$ cat config.mk
export PLATFORM = sky130hd
export DESIGN_NAME = mem_bus_arbiter
export DESIGN_NICKNAME = d
export VERILOG_FILES = /design/src/rtl/mem_bus_arbiter.sv
export SDC_FILE = /design/constraint.sdc
export NUM_CORES = 1
export LEC_CHECK = 0
export ABC_AREA = 1
export BUFFER_PORTS_ARGS = -buffer_cell sky130_fd_sc_hd__clkbuf_2
export CAP_MARGIN = 20
export CORE_MARGIN = 4
export CORE_UTILIZATION = 25
export DETAILED_ROUTE_END_ITERATION = 10
export GPL_TIMING_DRIVEN = 0
export PLACE_DENSITY = 0.45
export SLEW_MARGIN = 10
export SYNTH_ARGS = -nofsm -noshare
export SYNTH_HDL_FRONTEND = slang
export SYNTH_SLANG_ARGS = --single-unit
$ cat constraint.sdc
create_clock -name clk -period 6.05 [get_ports clk]
set_input_delay 1.21 -clock clk [delete_from_list [all_inputs] [get_ports clk]]
set_output_delay 1.21 -clock clk [all_outputs]
set_load 0.01 [all_outputs]
$ cat src/rtl/mem_bus_arbiter.sv
// mem_bus_arbiter: round-robin arbiter sharing one external memory bus between
// the instruction-side and data-side requesters. It issues one registered
// valid/ready transaction at a time, tags it cacheable or uncached by address
// region, and aborts it with an error if the bus never answers.
//
// state | meaning
// ------+-----------------------------------------------------------------
// IDLE  | waiting for a request; picks a winner and latches its fields
// BUS   | bus_valid high, waiting for bus_ready or timeout
// RESP  | one-cycle ack (with rdata/err) to the winner, then back to IDLE
module mem_bus_arbiter #(
    parameter int TIMEOUT = 255
) (
    input  logic        clk,
    input  logic        rst,
    input  logic        imem_req,
    input  logic [31:0] imem_addr,
    output logic        imem_ack,
    output logic [31:0] imem_rdata,
    output logic        imem_err,
    input  logic        dmem_req,
    input  logic        dmem_we,
    input  logic [31:0] dmem_addr,
    input  logic [31:0] dmem_wdata,
    input  logic [3:0]  dmem_wstrb,
    output logic        dmem_ack,
    output logic [31:0] dmem_rdata,
    output logic        dmem_err,
    output logic        bus_valid,
    output logic        bus_we,
    output logic [31:0] bus_addr,
    output logic [31:0] bus_wdata,
    output logic [3:0]  bus_wstrb,
    output logic        bus_uncached,
    input  logic        bus_ready,
    input  logic [31:0] bus_rdata,
    output logic        busy
);

    localparam logic [1:0] ST_IDLE = 2'd0;
    localparam logic [1:0] ST_BUS  = 2'd1;
    localparam logic [1:0] ST_RESP = 2'd2;

    // Counter value at which a non-ready cycle aborts the transaction.
    localparam logic [7:0] CNT_LAST = 8'(TIMEOUT - 1);

    logic [1:0]  state_q, state_d;
    logic        last_q, last_d;          // 1 = dmem served last
    logic        win_q, win_d;            // 1 = dmem owns the bus
    logic [7:0]  cnt_q, cnt_d;
    logic        bus_valid_q, bus_valid_d;
    logic        bus_we_q, bus_we_d;
    logic [31:0] bus_addr_q, bus_addr_d;
    logic [31:0] bus_wdata_q, bus_wdata_d;
    logic [3:0]  bus_wstrb_q, bus_wstrb_d;
    logic        bus_uncached_q, bus_uncached_d;
    logic        imem_ack_q, imem_ack_d;
    logic        dmem_ack_q, dmem_ack_d;
    logic [31:0] imem_rdata_q, imem_rdata_d;
    logic [31:0] dmem_rdata_q, dmem_rdata_d;
    logic        imem_err_q, imem_err_d;
    logic        dmem_err_q, dmem_err_d;
    logic        busy_q, busy_d;

    logic        grant_dmem;

    // Only the 4 MB regions with tag 0 and tag 2 are cacheable.
    function automatic logic is_uncached(input logic [31:0] addr);
        logic [9:0] tag;
        tag = addr[31:22];
        return !((tag == 10'h000) || (tag == 10'h002));
    endfunction

    // On a tie the requester not served last wins; otherwise the lone requester.
    assign grant_dmem = dmem_req && (!imem_req || !last_q);

    // Next-state and datapath decisions for the arbiter FSM.
    always_comb begin
        state_d        = state_q;
        last_d         = last_q;
        win_d          = win_q;
        cnt_d          = cnt_q;
        bus_we_d       = bus_we_q;
        bus_addr_d     = bus_addr_q;
        bus_wdata_d    = bus_wdata_q;
        bus_wstrb_d    = bus_wstrb_q;
        bus_uncached_d = bus_uncached_q;
        imem_ack_d     = 1'b0;
        dmem_ack_d     = 1'b0;
        imem_rdata_d   = imem_rdata_q;
        dmem_rdata_d   = dmem_rdata_q;
        imem_err_d     = imem_err_q;
        dmem_err_d     = dmem_err_q;

        case (state_q)
            ST_IDLE: begin
                if (imem_req || dmem_req) begin
                    win_d   = grant_dmem;
                    last_d  = grant_dmem;
                    cnt_d   = 8'd0;
                    state_d = ST_BUS;
                    if (grant_dmem) begin
                        bus_we_d       = dmem_we;
                        bus_addr_d     = dmem_addr;
                        bus_wdata_d    = dmem_wdata;
                        bus_wstrb_d    = dmem_wstrb;
                        bus_uncached_d = is_uncached(dmem_addr);
                    end else begin
                        bus_we_d       = 1'b0;
                        bus_addr_d     = imem_addr;
                        bus_wdata_d    = 32'd0;
                        bus_wstrb_d    = 4'hF;
                        bus_uncached_d = is_uncached(imem_addr);
                    end
                end
            end
            ST_BUS: begin
                // bus_ready wins over a timeout landing on the same cycle.
                if (bus_ready || (cnt_q == CNT_LAST)) begin
                    state_d = ST_RESP;
                    if (win_q) begin
                        dmem_ack_d   = 1'b1;
                        dmem_err_d   = !bus_ready;
                        dmem_rdata_d = (bus_ready && !bus_we_q) ? bus_rdata : 32'd0;
                    end else begin
                        imem_ack_d   = 1'b1;
                        imem_err_d   = !bus_ready;
                        imem_rdata_d = bus_ready ? bus_rdata : 32'd0;
                    end
                end else begin
                    cnt_d = cnt_q + 8'd1;
                end
            end
            ST_RESP: state_d = ST_IDLE;
            default: state_d = ST_IDLE;
        endcase

        bus_valid_d = (state_d == ST_BUS);
        busy_d      = (state_d != ST_IDLE);
    end

    // State and output registers; reset aborts any transaction without an ack.
    always_ff @(posedge clk or posedge rst) begin
        if (rst) begin
            state_q        <= ST_IDLE;
            last_q         <= 1'b0;
            win_q          <= 1'b0;
            cnt_q          <= 8'd0;
            bus_valid_q    <= 1'b0;
            bus_we_q       <= 1'b0;
            bus_addr_q     <= 32'd0;
            bus_wdata_q    <= 32'd0;
            bus_wstrb_q    <= 4'd0;
            bus_uncached_q <= 1'b0;
            imem_ack_q     <= 1'b0;
            dmem_ack_q     <= 1'b0;
            imem_rdata_q   <= 32'd0;
            dmem_rdata_q   <= 32'd0;
            imem_err_q     <= 1'b0;
            dmem_err_q     <= 1'b0;
            busy_q         <= 1'b0;
        end else begin
            state_q        <= state_d;
            last_q         <= last_d;
            win_q          <= win_d;
            cnt_q          <= cnt_d;
            bus_valid_q    <= bus_valid_d;
            bus_we_q       <= bus_we_d;
            bus_addr_q     <= bus_addr_d;
            bus_wdata_q    <= bus_wdata_d;
            bus_wstrb_q    <= bus_wstrb_d;
            bus_uncached_q <= bus_uncached_d;
            imem_ack_q     <= imem_ack_d;
            dmem_ack_q     <= dmem_ack_d;
            imem_rdata_q   <= imem_rdata_d;
            dmem_rdata_q   <= dmem_rdata_d;
            imem_err_q     <= imem_err_d;
            dmem_err_q     <= dmem_err_d;
            busy_q         <= busy_d;
        end
    end

    assign imem_ack     = imem_ack_q;
    assign imem_rdata   = imem_rdata_q;
    assign imem_err     = imem_err_q;
    assign dmem_ack     = dmem_ack_q;
    assign dmem_rdata   = dmem_rdata_q;
    assign dmem_err     = dmem_err_q;
    assign bus_valid    = bus_valid_q;
    assign bus_we       = bus_we_q;
    assign bus_addr     = bus_addr_q;
    assign bus_wdata    = bus_wdata_q;
    assign bus_wstrb    = bus_wstrb_q;
    assign bus_uncached = bus_uncached_q;
    assign busy         = busy_q;

endmodule

==> metrics <==
outcome=complete, no violations; initial antenna violation count=0; die area=27400 um2; final setup fails=0; sequential fraction of the synthesis area=60.8%; starting density of the core=25.5%; drt drc=0; GRT Util Overall=15.8%; main flop type after synthesis=dfrtp_1; Die Height=166 um; post-route insts no fill=1294; Final Util=35.4%; Filler cells=2679; clk sinks=151; CTS Hold Buffers Added=0; Clock Skews=0.0103 ns; FP Rows=57; antenna cells=0; Post-synth EDFFs=0; Max-slew headroom=57.6%; post-route design area=8640 um2; Fin. Hold Viols=0; placed insts=1262; mapped cell area=6210 um2; Pins Over Slew Limit=0; Startpoint Class=input pin; Worst-Margin Slew=0.635 ns; Avg Cell Area, Syn=9.40 um2; Hold Crit Class=reg2reg; H-Tree Depth=4; Syn Nets=801; initial DRC count=273; Clock Tree Buf Depth=2; TritonCTS Buffers=17; Critical Path AT=2.62 ns; Placer Congestion=0.768; Post-CTS Setup Inserts=0; first-pass GRT wire length=34800 um; most common cell after layout, fill and taps aside=clkbuf_2; post_cts resized=0; core area=24400 um2; RSZ-0062 raised after global routing=no; commonest cells after routing, fill and taps aside=clkbuf_2 (276), nand2_1 (264), dfrtp_1 (151); MaxCap Viol Count=0; Routed WL=21500 um; Period minus WS final=2.27 ns; vias in the first global route=5965; Synth cell types=24; Max VDD drop=0.190 mV; drt pass-1 iters=4; Worst-path clk slew=0.06 ns; largest net degree at the start of global routing=79; Ys Warns=0; Max Freq=0.440 GHz; asr flop ratio synth=100%; CP Data Required Time=6.40 ns; dpl hpwl=16300 um; Setup CP Type=in2reg; post-route clock period utilization=37.6%; Leakage=4.55 nW; Area Growth Syn to Fin=39.0%; DP Area=8030 um2; share of cells above drive strength 1=36.2%; NumNets Final=1097; gr ovfl total=0; TritonCTS clock tree=yes; clock latency on the worst-skew pair=0.42 ns; CP Capture Type=flip-flop; Yosys reg bits=151; Die X=166 um; Avg WL per Cell=16.6 um; io pins=278; DR vias/cell=4.33; P per Cell Area=514 nW/um2; routed via count=5602; Gate Count Post-Synth=661; crit-path max FO=10; number of routed nets with antenna violations=0; IO Port Bufs=276; clock root cell=clkbuf_16
==> metrics by stage <==
step,worst slack (ns),power [W],TNS [ns],hold WS [ns]
6_report,3.78,0.00444,0,0.483
4_1_cts,3.76,0.00453,0,0.486
3_3_place_gp,-1.48,0.00339,-221.13,0.466
3_5_place_dp,3.30,0.00340,0,0.469
2_1_floorplan,0.775,0.00259,0,0.498
5_1_grt,3.68,0.00477,0,0.509
==> registers in the layout (all words and copies together) (netlist names), 2 cells and up <==
| signal | cells |
|---|---|
| bus_wstrb | 4 |
| state_q | 2 |
| dmem_rdata | 32 |
| cnt_q | 8 |
| bus_wdata | 32 |
| bus_addr | 32 |
| imem_rdata | 32 |
==> report_power, final <==
group          switching, W  leakage (nW)  internal [W]
Clock              0.000438         0.290      0.000656
Sequential         0.000257          1.95       0.00145
Combinational      0.000988          2.31      0.000656
==> kinds of logic (layout without fill, tap and decap cells) <==
kind of cell,count (synthesis),after routing,share of synthesized area [%]
AND/OR/NAND/NOR,334,334,21.5
flip-flops,151,151,60.8
AO/OA/AOI/OAI,113,113,12.2
buffers and inverters,61,370,5.12
adder cells (fa/ha/maj),2,2,0.403
==> worst paths after layout <==
| check | from | to | slack [ns] | cells past startpoint |
|---|---|---|---|---|
| setup / recovery | imem_req | bus_addr[31]$_DFFE_PP0P_ | 3.78 | 6 |
| setup reg to reg | cnt_q[0]$_DFFE_PP0P_ | imem_rdata[2]$_DFFE_PP0P_ | 4.21 | 9 |
| hold / removal | imem_rdata[31]$_DFFE_PP0P_ | imem_rdata[31]$_DFFE_PP0P_ | 0.48 | 2 |
| hold reg to reg | imem_rdata[31]$_DFFE_PP0P_ | imem_rdata[31]$_DFFE_PP0P_ | 0.48 | 2 |
| min in group asynchronous | rst | imem_rdata[2]$_DFFE_PP0P_ | 0.84 | 2 |
| max in group asynchronous | rst | bus_addr[21]$_DFFE_PP0P_ | 4.41 | 3 |
==> final cells by class <==
type,count,area (um2),share of cell area [%]
Buffer,40,239,2.77
Clock buffer,23,488,5.65
Multi-Input combinational cell,449,2120,24.5
Clock inverter,9,115,1.33
Timing Repair Buffer,277,1410,16.3
Sequential cell,151,3780,43.7
Inverter,21,86.3,1.00
Tap cell,324,405,4.69
==> metal layers <==
| metal | global-route usage [%] | vias up | share of wire, % |
|---|---|---|---|
| li1 | - | 2756 | - |
| met1 | 21.1 | 2608 | 46 |
| met2 | 24.4 | 220 | 44 |
| met3 | 5.48 | 18 | 8.8 |
| met4 | 4.41 | 0 | 1.3 |
| met5 | 0 | - | 0 |
==> Yosys cell counts, types with 2 or more instances <==
cell type / number / area share (%)
nor2_2: 2 / 0.20
nor3_1: 4 / 0.32
a22o_1: 33 / 4.7
nor2_1: 18 / 1.1
dfrtp_1: 151 / 61
o21ai_2: 12 / 1.7
o211ai_1: 2 / 0.24
o21ai_1: 53 / 4.3
inv_1: 19 / 1.1
o22a_1: 4 / 0.56
ha_1: 2 / 0.40
o21ai_0: 8 / 0.64
buf_1: 4 / 0.24
nand3_2: 2 / 0.32
nand3_1: 42 / 3.4
clkbuf_1: 12 / 0.73
nand2_1: 264 / 16
buf_6: 9 / 1.6
inv_2: 2 / 0.12
buf_2: 14 / 1.1
==> critical path: stages <==
cell	delay, ns
clkbuf_2	0.10
o21ai_2	0.23
buf_2	0.33
clkbuf_1	0.54
nand2_1	0.11
nand3_1	0.11
No activity file was read; power rests on OpenSTA's default activity.
